$ cat config.mk
export PLATFORM = sky130hd
export DESIGN_NAME = cache_req_arbiter
export DESIGN_NICKNAME = d
export VERILOG_FILES = /design/src/rtl/cache_ctrl_pkg.sv /design/src/rtl/cache_req_arbiter_sat_counter.sv /design/src/rtl/cache_req_arbiter.sv
export SDC_FILE = /design/constraint.sdc
export NUM_CORES = 1
export LEC_CHECK = 0
export BUFFER_PORTS_ARGS = -buffer_cell sky130_fd_sc_hd__buf_2
export CORE_MARGIN = 3
export CORE_UTILIZATION = 46
export CTS_CLUSTER_SIZE = 40
export DETAILED_ROUTE_END_ITERATION = 8
export GPL_TIMING_DRIVEN = 1
export PLACE_DENSITY_LB_ADDON = 0.12
export SLEW_MARGIN = 30
export SYNTH_ARGS = -nofsm -noshare
export SYNTH_HDL_FRONTEND = slang
export SYNTH_SLANG_ARGS = --single-unit
export TNS_END_PERCENT = 1
$ cat constraint.sdc
create_clock -name clk -period 2.1 [get_ports clk]
set_input_delay 0.21 -clock clk [delete_from_list [all_inputs] [get_ports clk]]
set_output_delay 0.21 -clock clk [all_outputs]
set_load 0.05 [all_outputs]
$ cat src/rtl/cache_ctrl_pkg.sv
// Shared types and constants for the cache request arbiter.
// Holds FSM encoding, requester ids and default widths.
package cache_ctrl_pkg;

  localparam int DEF_ADDR_WIDTH = 11;
  localparam int DEF_DATA_WIDTH = 11;

  typedef enum logic [1:0] {
    ST_IDLE  = 2'd0,
    ST_ISSUE = 2'd1,
    ST_WAIT  = 2'd2,
    ST_RESP  = 2'd3
  } arb_state_e;

  localparam logic REQ_IF   = 1'b0;
  localparam logic REQ_DATA = 1'b1;

endpackage

$ cat src/rtl/cache_req_arbiter_sat_counter.sv
// Saturating event counter with synchronous clear.
// Clear takes priority over a same-cycle increment.
module sat_counter #(
  parameter int CNT_WIDTH = 16
) (
  input  logic                 clk,
  input  logic                 rst,
  input  logic                 inc,
  input  logic                 clr,
  output logic [CNT_WIDTH-1:0] cnt
);

  logic [CNT_WIDTH-1:0] cnt_q, cnt_d;

  // next count: clear, else increment unless already at max
  always_comb begin
    cnt_d = cnt_q;
    if (clr)
      cnt_d = '0;
    else if (inc && (cnt_q != '1))
      cnt_d = cnt_q + CNT_WIDTH'(1);
  end

  // count register
  always_ff @(posedge clk) begin
    if (rst) cnt_q <= '0;
    else     cnt_q <= cnt_d;
  end

  assign cnt = cnt_q;

endmodule

$ cat src/rtl/cache_req_arbiter.sv
// Round-robin sharing of the cache read port between ifetch and data.
// Issues one read, waits a fixed latency, returns data and hit flags.
module cache_req_arbiter
  import cache_ctrl_pkg::*;
#(
  parameter int ADDR_WIDTH = DEF_ADDR_WIDTH,
  parameter int DATA_WIDTH = DEF_DATA_WIDTH,
  parameter int RESP_LAT   = 2,
  parameter int CNT_WIDTH  = 16
) (
  input  logic                  clk,
  input  logic                  rst,
  input  logic                  r0_req_valid,
  input  logic [ADDR_WIDTH-1:0] r0_req_addr,
  output logic                  r0_req_ready,
  output logic                  r0_resp_valid,
  input  logic                  r1_req_valid,
  input  logic [ADDR_WIDTH-1:0] r1_req_addr,
  output logic                  r1_req_ready,
  output logic                  r1_resp_valid,
  output logic [DATA_WIDTH-1:0] resp_data,
  output logic                  resp_l1_hit,
  output logic                  resp_l2_hit,
  output logic [ADDR_WIDTH-1:0] cache_addr,
  output logic                  cache_read,
  input  logic [DATA_WIDTH-1:0] cache_read_data,
  input  logic                  cache_l1_hit,
  input  logic                  cache_l2_hit,
  input  logic                  clr_stats,
  output logic [CNT_WIDTH-1:0]  l1_hit_cnt,
  output logic [CNT_WIDTH-1:0]  l2_hit_cnt,
  output logic [CNT_WIDTH-1:0]  miss_cnt
);

  localparam int WW = (RESP_LAT > 1) ? $clog2(RESP_LAT) : 1;

  arb_state_e            state_q, state_d;
  logic                  last_q, last_d;
  logic                  owner_q, owner_d;
  logic [ADDR_WIDTH-1:0] addr_q, addr_d;
  logic [WW-1:0]         wcnt_q, wcnt_d;
  logic [DATA_WIDTH-1:0] rdata_q, rdata_d;
  logic                  rl1_q, rl1_d;
  logic                  rl2_q, rl2_d;
  logic                  rd_q, rd_d;
  logic                  rv0_q, rv0_d;
  logic                  rv1_q, rv1_d;
  logic                  gnt0, gnt1, hs0, hs1, smp;

  // round-robin grant; the requester not granted last wins a tie
  always_comb begin
    gnt0 = r0_req_valid & (~r1_req_valid | (last_q == REQ_DATA));
    gnt1 = r1_req_valid & (~r0_req_valid | (last_q == REQ_IF));
    r0_req_ready = (state_q == ST_IDLE) & gnt0;
    r1_req_ready = (state_q == ST_IDLE) & gnt1;
    hs0 = r0_req_valid & r0_req_ready;
    hs1 = r1_req_valid & r1_req_ready;
  end

  // FSM next state; wait counter runs from the read cycle onward
  always_comb begin
    state_d = state_q;
    last_d  = last_q;
    owner_d = owner_q;
    addr_d  = addr_q;
    wcnt_d  = wcnt_q;
    rdata_d = rdata_q;
    rl1_d   = rl1_q;
    rl2_d   = rl2_q;
    rd_d    = 1'b0;
    rv0_d   = 1'b0;
    rv1_d   = 1'b0;
    smp     = 1'b0;
    unique case (state_q)
      ST_IDLE: begin
        if (hs0 | hs1) begin
          state_d = ST_ISSUE;
          owner_d = hs1 ? REQ_DATA : REQ_IF;
          last_d  = hs1 ? REQ_DATA : REQ_IF;
          addr_d  = hs1 ? r1_req_addr : r0_req_addr;
          wcnt_d  = WW'(RESP_LAT - 1);
          rd_d    = 1'b1;
        end
      end
      ST_ISSUE: begin
        if (wcnt_q == '0) begin
          smp = 1'b1;
        end else begin
          wcnt_d  = wcnt_q - WW'(1);
          state_d = ST_WAIT;
        end
      end
      ST_WAIT: begin
        if (wcnt_q == '0) smp = 1'b1;
        else              wcnt_d = wcnt_q - WW'(1);
      end
      ST_RESP: state_d = ST_IDLE;
    endcase
    if (smp) begin
      state_d = ST_RESP;
      rdata_d = cache_read_data;
      rl1_d   = cache_l1_hit;
      rl2_d   = cache_l2_hit;
      rv0_d   = (owner_q == REQ_IF);
      rv1_d   = (owner_q == REQ_DATA);
    end
  end

  // FSM, transaction and registered-output state
  always_ff @(posedge clk) begin
    if (rst) begin
      state_q <= ST_IDLE;
      last_q  <= REQ_DATA;
      owner_q <= REQ_IF;
      addr_q  <= '0;
      wcnt_q  <= '0;
      rdata_q <= '0;
      rl1_q   <= 1'b0;
      rl2_q   <= 1'b0;
      rd_q    <= 1'b0;
      rv0_q   <= 1'b0;
      rv1_q   <= 1'b0;
    end else begin
      state_q <= state_d;
      last_q  <= last_d;
      owner_q <= owner_d;
      addr_q  <= addr_d;
      wcnt_q  <= wcnt_d;
      rdata_q <= rdata_d;
      rl1_q   <= rl1_d;
      rl2_q   <= rl2_d;
      rd_q    <= rd_d;
      rv0_q   <= rv0_d;
      rv1_q   <= rv1_d;
    end
  end

  assign cache_addr    = addr_q;
  assign cache_read    = rd_q;
  assign resp_data     = rdata_q;
  assign resp_l1_hit   = rl1_q;
  assign resp_l2_hit   = rl2_q;
  assign r0_resp_valid = rv0_q;
  assign r1_resp_valid = rv1_q;

  logic inc_l1, inc_l2, inc_miss;

  // classify each sampled response; L1 wins when both flags are set
  always_comb begin
    inc_l1   = smp & cache_l1_hit;
    inc_l2   = smp & ~cache_l1_hit & cache_l2_hit;
    inc_miss = smp & ~cache_l1_hit & ~cache_l2_hit;
  end

  sat_counter #(.CNT_WIDTH(CNT_WIDTH)) u_l1_cnt (
    .clk(clk), .rst(rst), .inc(inc_l1), .clr(clr_stats), .cnt(l1_hit_cnt)
  );

  sat_counter #(.CNT_WIDTH(CNT_WIDTH)) u_l2_cnt (
    .clk(clk), .rst(rst), .inc(inc_l2), .clr(clr_stats), .cnt(l2_hit_cnt)
  );

  sat_counter #(.CNT_WIDTH(CNT_WIDTH)) u_miss_cnt (
    .clk(clk), .rst(rst), .inc(inc_miss), .clr(clr_stats), .cnt(miss_cnt)
  );

endmodule

==> Yosys cells after proc, flatten, opt, wreduce, memory -nomap -nowiden <==
Index checks and enable logic that the tools add are counted.
{ "word_totals": {"inputBits": 40, "elab_cells": 73, "regBits": 80, "out_inout_bits": 77} }
{ "op_classes": {"n_bitwise": 21, "mux": 12, "n_addsub": 4, "n_reduce_logical": 13, "n_eq_ne": 9} }
{ "ops": {"columns": ["operator", "count"], "rows": [
  ["$add 16x1->16 const B", 3],
  ["$ne 16x16->1 const B", 3],
  ["$mux 11", 1],
  ["$and 1x1->1", 10],
  ["$not 1->1", 8],
  ["$reduce_or 2->1", 4],
  ["$mux 1", 6],
  ["$mux 2", 3],
  ["$pmux 2 s3", 1],
  ["$eq 2x2->1 const B", 2],
  ["$reduce_and 2->1", 2],
  ["$reduce_bool 4->1", 1],
  ["$logic_and 1x1->1", 3],
  ["$ne 3x2->1 const B", 1],
  ["$ne 3x3->1 const B", 1],
  ["$or 1x1->1", 3],
  ["$reduce_and 3->1", 1],
  ["$eq 2x1->1 const B", 1],
  ["$logic_not 2->1", 1],
  ["$ne 2x1->1 const B", 1],
  ["$pmux 1 s2", 1],
  ["$reduce_bool 2->1", 1],
  ["$sub 1x1->1 const B", 1]
]} }

==> Logic depth before layout (Yosys ltp) <==
Gate-level depths: netlist of run 1.
{ "depth": {"depth_word": 9, "mapped_depth": 8, "depth_no_buf": 6} }

==> Modules after synthesis <==
Synthesis of run 1 repeated with hierarchy kept, for this count alone.
{ "unflattened": {"cells_unflattened": 472, "area_unflattened_um2": 4132.7} }
{ "modules_own_cells": {"columns": ["mod", "seq_area_each_um2", "n_inst", "area_each_um2", "cells_each"], "rows": [
  ["sat_counter", 320.3, 3, 917.1, 102],
  ["cache_req_arbiter", 640.6, 1, 1381.3, 166]
]} }

==> Worst setup path before layout of run 1 <==
Ideal clock, no wire load.
{ "synth_timing": {"path_type": "reg-to-reg", "startpoint": "register u_l1_cnt.cnt_q[1], in the netlist u_l1_cnt.cnt[1]", "endpoint": "register u_l1_cnt.cnt_q[7], in the netlist u_l1_cnt.cnt[7]", "stages_incl_launch_ff": 7, "n_path_buf": 1, "slack_ns": -0.174, "arrival_time_ns": 2.173, "synth_period_minus_slack_ns": 2.274, "required_ns": 1.999, "setup_ns": 0.101, "path_cell_list": "dfxtp_1 ha_1 nand3_1 nor4b_1 clkbuf_1 o311ai_0 o41ai_1"} }
{ "synth_between": {"elab_chain_len": 2, "word_cells_on_any_way": 3, "cone_classes": "add/sub: 1; eq/ne: 1; reduce/logical: 1"} }
{ "synth_rtl": {"columns": ["element", "line", "rtl"], "rows": [
  ["start, declared", "cache_req_arbiter_sat_counter.sv:13", "logic [CNT_WIDTH-1:0] cnt_q, cnt_d;"],
  ["start signal, assigned", "cache_req_arbiter_sat_counter.sv:27", "else cnt_q <= cnt_d;"],
  ["parallel branches: the longest is 2 deep, another holds $add 16x1->16", null, null]
]} }
Parallel ways; which one is timed is not known.
A chain may end at the register's enable or synchronous reset.

==> Worst setup path after layout of run 1 <==
{ "layout_timing": {"startpoint": "register state_q[1]", "endpoint": "register u_l2_cnt.cnt_q[15], in the netlist u_l2_cnt.cnt[15]"} }
{ "layout_between": {"elab_chain_len": 6, "word_cells_on_any_way": 7, "cone_classes": "eq/ne: 2; mux: 1; bitwise: 2; reduce/logical: 2"} }
{ "layout_rtl": {"columns": ["element", "line", "rtl"], "rows": [
  ["start, declared", "cache_req_arbiter.sv:37", "arb_state_e state_q, state_d;"],
  ["start signal, assigned", "cache_req_arbiter.sv:124", "state_q <= state_d;"],
  ["$eq 2x2->1 / $eq 2x1->1 (equally long branches)", "cache_req_arbiter.sv:74", "unique case (state_q)"],
  ["$reduce_or 2->1 (no line) (*)", null, null],
  ["$mux 1 (*)", null, null],
  ["$and 1x1->1 (*) (2 in a row)", "cache_req_arbiter.sv:151", "inc_l2 = smp & ~cache_l1_hit & cache_l2_hit;"],
  ["$logic_and 1x1->1 (*)", "cache_req_arbiter_sat_counter.sv:20", "else if (inc && (cnt_q != '1))"],
  ["end signal, assigned", "cache_req_arbiter_sat_counter.sv:27", null],
  ["end, declared", "cache_req_arbiter_sat_counter.sv:13", null]
]} }
Mark *: on every way between the ends. The rest lies on a longest branch, timed or not.

==> qor.txt, run 1 <==
First-pass GRT wire length - 16600 microns
Initial core utilization - 0.484
CTS tree - built
Detail Placement HPWL - 6980 microns
Area Growth Syn to Fin - 28.6%
Hold EP - resp_data[5]
Post-route ant nets - 0
Hold wc startpoint - cache_read_data[5]
Final worst slack - 79.4 ps
Async set-reset flop share out of synthesis - 0
Congestion Overflow GR - 0
Synth Instances - 447
Type of origin of the critical path - flip-flop
Cell Pwr Density - 1090 nW/um^2
Number of enable flip-flop cells after synthesis - 0
Cell chain of the critical path - inv_1 -> ha_4 -> nand4bb_4 -> or4_4 -> or4_1 -> a21oi_1
Post-synth top cells - dfxtp_1, nand2_1, a21oi_1
H-tree levels - 3
Max Root-Sink Buffers - 2
Critical path endpoint category - flip-flop
Max VDD drop - 0.000780 V
Final Util - 0.623
Max cap viols - 0
Synth Flop Type - dfxtp_1
Port Buffers - 116
Root buffer cell - clkbuf_8
Reg2reg setup slack - 80 ps
Leading area contributor after synthesis - dfxtp_1
I/O pin total - 117
WP data required - 2370 ps
Ranking of synthesized cells by area - dfxtp_1, a21oi_1, nand2_1, or3_1, mux2i_1
Worst path slowest cell - or4_1
Worst slack at placement - -79.3 ps
Die X - 97.1 microns
Final Power - 5.37 mW
#FFs+latches synth - 80
GP Congestion - 0.808
CTS clk-pin slew, worst paths - 80 ps
Chip Height - 97.1 microns
# Post-CTS Setup Buffers - 0
Final setup fails - 0
RR Endpoint - u_l2_cnt.cnt[15]
Post-synth top area share - 0.419
Leak - 2.03 nW
Cts hold-fix bufs - 0
Synth unique cells - 47
Wire per inst - 14.4 microns
TritonCTS Buffers - 9
Worst reg-to-reg path cell count - 6
Synth Area per Inst - 8.55 sq um
Initial antenna violation count - 0
Final hold vios - 0
DR vias/cell - 5.62
Worst slew pin tran - 660 ps
Gr usage total - 0.205
CP delay by family, top - simple AND/OR/NAND/NOR gates
Rel. slew slack - 0.557
1st-pass router iterations - 4
Vias in the first global route - 3607
Skew final - 6.52 ps
DRC Markers - 0
Unrepaired setup endpoints after global routing - yes
Max frequency - 495 MHz
Synthesized cell area - 3820 sq um
TritonCTS Sinks - 80
Post-Route WL - 9850 microns
Ys Warns - 0
Fraction of layout cells with a size suffix above 1 - 0.303
Count leader, synth - dfxtp_1
Initial DRC Count - 166
Status - finished clean
Max Slew Vio Count - 0
Hold path depth - 3
Via count - 3840
Skew-Pair Late Insertion Delay - 350 ps
Critical Path AT - 2290 ps
Tcrit/Tclk final - 0.962
Cell Rows - 32
Syn_nets - 493
Post-synthesis sequential area ratio - 0.419
Antenna Cells - 0
Worst flop-to-flop path startpoint - state_q[1]
Fin crit period - 2020 ps
Pin count of the biggest net entering global routing - 41
Worst Path Max Fanout - 7
CP bufs+invs - 1
Crit-path max cell delay - 510 ps
Die ar. - 9440 sq um
Core area - 7890 sq um
Final layout net count - 622
CP Class - reg2reg
Hold Path Class - in2reg
[power by group]
| group | switching (mW) | internal, mW |
|---|---|---|
| Sequential | 0.110 | 1.75 |
| Combinational | 1.54 | 0.685 |
| Clock | 0.574 | 0.708 |
[worst register-to-register path: stages (launching register included)]
cell,delay (ps)
dfxtp_2,330
inv_1,70
ha_4,290
nand4bb_4,150
or4_4,460
or4_1,510
a21oi_1,160
[layout by cell type, fill, tap and decap left out, types with 5 or more instances in the layout]
| master | n |
|---|---|
| buf_2 | 116 |
| dfxtp_1 | 79 |
| nand2_1 | 55 |
| a21oi_1 | 50 |
| or3_1 | 26 |
| buf_4 | 24 |
| o21ai_0 | 23 |
| nand4_1 | 21 |
| nor2_1 | 17 |
| mux2i_1 | 16 |
| nand3_1 | 14 |
| a211oi_1 | 12 |
| o31ai_1 | 10 |
| or4_1 | 10 |
| clkbuf_8 | 10 |
| inv_1 | 8 |
| and4_1 | 8 |
| nor3_1 | 7 |
| and3_1 | 6 |
| o41ai_1 | 5 |
| o211ai_1 | 5 |
| ha_1 | 5 |
[metrics by stage]
stage	hold slack [ps]	instance area [sq um]	instances	TNS, ps
2_1_floorplan	346	3850	447	-270
3_3_place_gp	439	4640	667	0
3_5_place_dp	443	4640	667	-137
4_1_cts	72.7	4870	683	0
5_1_grt	86.7	4910	683	-62.2
6_report	94.6	4910	683	0
[how the worst max path moves through the flow]
stage	startpoint	end	slack [ps]	cells after the start
floorplan	u_l2_cnt.cnt[2]	u_l2_cnt.cnt[15]	-110	5
global placement	state_q[1]	u_l2_cnt.cnt[9]	10	7
detailed placement	state_q[1]	u_l2_cnt.cnt[9]	-80	7
CTS	state_q[1]	u_miss_cnt.cnt[3]	10	7
global route	state_q[1]	u_miss_cnt.cnt[15]	-20	8
finish	state_q[1]	u_l2_cnt.cnt[15]	80	6
[layer usage]
metal | share of wire | track usage | wire length, microns | up-vias
met5 | 0 | 0 | 0 | -
met4 | 0.0081 | 0.0486 | 80 | 0
met3 | 0.076 | 0.0718 | 747 | 6
met2 | 0.47 | 0.334 | 4600 | 112
met1 | 0.45 | 0.261 | 4420 | 1768
li1 | - | - | - | 1954
[area by class of cell]
class / instances / area, sq um
fillers: 710 / 2980
multi-input cells: 337 / 2160
flip-flops and latches: 80 / 1600
repair buffers: 140 / 761
clock buffers: 10 / 138
well taps: 102 / 128
clock inverters: 6 / 91.3
inverters: 8 / 30.0
[state kept, by name (all words and copies together), names as in the netlist]
| register | flops |
|---|---|
| cache_addr | 11 |
| cache_read | 1 |
| last_q | 1 |
| owner_q | 1 |
| r0_resp_valid | 1 |
| r1_resp_valid | 1 |
| resp_data | 11 |
| resp_l1_hit | 1 |
| resp_l2_hit | 1 |
| state_q | 2 |
| u_l1_cnt.cnt | 16 |
| u_l2_cnt.cnt | 16 |
| u_miss_cnt.cnt | 16 |
| wcnt_q | 1 |
[kinds of logic after synthesis]
kind of cell,synth area share
buffers and inverters,0.0321
adders and majority gates,0.0196
DFF,0.419
muxes,0.0419
xor gates and xnor gates,0.00458
and+or+nand+nor,0.290
AOI/OAI and AO/OA,0.193
[timing repair]
| item | 4_1_cts | 5_1_grt |
|---|---|---|
| pin swaps | 1 | 1 |
| gates cloned | 0 | 0 |
| hold endpoints to repair | 0 | 0 |
| endpoints found under the setup margin | 3 | 18 |
| gates resized for setup | 3 | 8 |
No activity file was read; power rests on OpenSTA's default activity.
==> inputs of run 2 (changes only) <==
--- a/config.mk
+++ b/config.mk
@@ -5,7 +5,7 @@
 export SDC_FILE = /design/constraint.sdc
 export NUM_CORES = 1
 export LEC_CHECK = 0
-export BUFFER_PORTS_ARGS = -buffer_cell sky130_fd_sc_hd__buf_2
+export BUFFER_PORTS_ARGS = -buffer_cell sky130_fd_sc_hd__clkbuf_2
 export CORE_MARGIN = 3
 export CORE_UTILIZATION = 46
 export CTS_CLUSTER_SIZE = 40
==> run 2 against run 1 <==
Net effect:
- global-route usage increased by 0.19 points
- clock power is 10% higher
- combinational power decreased by 2%
- critical path type unchanged
- largest power group unchanged
==> qor.txt, run 2 (synthesis gave the netlist of run 1 again) <==
Status - finished clean
Max frequency - 485 MHz
DR vias/cell - 5.72
Type of origin of the critical path - flip-flop
Antenna Cells - 0
I/O pin total - 117
Leak - 1.99 nW
Placed Instances - 668
Cell Rows - 32
Critical Path AT - 2330 ps
Via count - 3912
TritonCTS Buffers - 9
Fin crit period - 2060 ps
Detail Placement HPWL - 7110 microns
Chip Height - 97.1 microns
Initial antenna violation count - 0
Met3 WL - 665 microns
Core area - 7890 sq um
Internal power - 3.27 mW
1st-pass router iterations - 4
Worst slack at placement - -98.9 ps
Share of total power in combinational logic - 0.401
CP Class - reg2reg
Initial DRC Count - 160
Clock group share of total power - 0.257
Final hold vios - 0
DRC Markers - 0
Sequential Power Share - 0.342
Max cap viols - 0
Most frequent cells in the layout - clkbuf_2, dfxtp_1, nand2_1, a21oi_1, or3_1
Critical path endpoint category - flip-flop
Fraction of layout cells with a size suffix above 1 - 0.308
Commonest non-fill, non-tap cell in the layout - clkbuf_2
Unrepaired setup endpoints after global routing - yes
Area after DPL - 4650 sq um
Die ar. - 9440 sq um
Fin area - 4960 sq um
# Post-CTS Setup Buffers - 0
Area Growth Syn to Fin - 29.8%
Top layer used by detailed routing - met4
Hold path depth - 3
Post-Route WL - 9830 microns
Reg2reg setup slack - 40 ps
Max Slew Vio Count - 0
Skew-Pair Late Insertion Delay - 340 ps
Final setup fails - 0
Final Util - 0.629
WP data required - 2370 ps
Post-route ant nets - 0
Die X - 97.1 microns
DR WL met2 - 4660 microns
Max Root-Sink Buffers - 2
Hold Path Class - in2reg
Setup TNS Final - 0 ps
Worst reg-to-reg path cell count - 6
Worst Path Max Fanout - 3
Port Buffers - 116
First-pass GRT wire length - 16800 microns
Non-Filler Instances - 684
CTS tree - built
Switch Pwr - 2.21 mW
M1 WL - 4390 microns
Tcrit/Tclk final - 0.982
TritonCTS Sinks - 80
Gr usage total - 0.207
Crit-path max cell delay - 540 ps
Congestion Overflow GR - 0
Vias in the first global route - 3671
Cell chain of the critical path - inv_1 -> ha_4 -> nand4bb_4 -> or4_4 -> or4_1 -> a21oi_1
Rel. slew slack - 0.598
H-tree levels - 3
Final Power - 5.47 mW
Worst slew pin tran - 596 ps
Wire per inst - 14.4 microns
Hold_ws - 76.6 ps
Initial core utilization - 0.484
Sw Share - 0.403
Worst path slowest cell - or4_4
Root buffer cell - clkbuf_8
Pin count of the biggest net entering global routing - 41
Skew final - 10.6 ps
Final worst slack - 37.7 ps
Max VDD drop - 0.000822 V
CTS clk-pin slew, worst paths - 80 ps
Final layout net count - 623
Cell Pwr Density - 1100 nW/um^2
GP Congestion - 0.818
-- run 2: cell type report --
type	instances	area, sq um
fillers	714	2930
multi-input cells	337	2180
flip-flops and latches	80	1600
repair buffers	141	768
clock buffers	11	151
well taps	102	128
clock inverters	5	103
inverters	8	30.0
-- run 2: final timing paths --
path,start,endpoint
setup / recovery,state_q[1],u_l2_cnt.cnt[15]
hold / removal,cache_read_data[4],resp_data[4]
setup reg to reg,state_q[1],u_l2_cnt.cnt[15]
hold reg to reg,owner_q,r0_resp_valid
-- run 2: power groups by stage --
stage	sequential (mW)	clock (mW)	combinational, mW
6_report	1.87	1.41	2.19
5_1_grt	1.90	1.50	2.40
4_1_cts	1.88	1.44	2.20
3_5_place_dp	1.90	0	2.20
3_3_place_gp	1.89	0	2.15
2_1_floorplan	2.58	0	0.931
-- run 2: worst max-delay path, delay by kind of cell (launching register included) --
kind	cells	cell delay, ps
and+or+nand+nor	3	1170
DFF	1	330
adders and majority gates	1	290
AOI/OAI and AO/OA	1	130
buffers and inverters	1	80
-- run 2: repair_timing --
item                                    4_1_cts  5_1_grt
hold buffers                                  0        0
pin swaps                                     0        2
resized for setup                             2       10
endpoints found under the setup margin        3       17
-- run 2: routing by layer --
layer	global-route usage	vias to the layer above
met5	0	-
met4	0.0648	0
met3	0.0567	10
met2	0.347	115
met1	0.259	1823
li1	-	1964
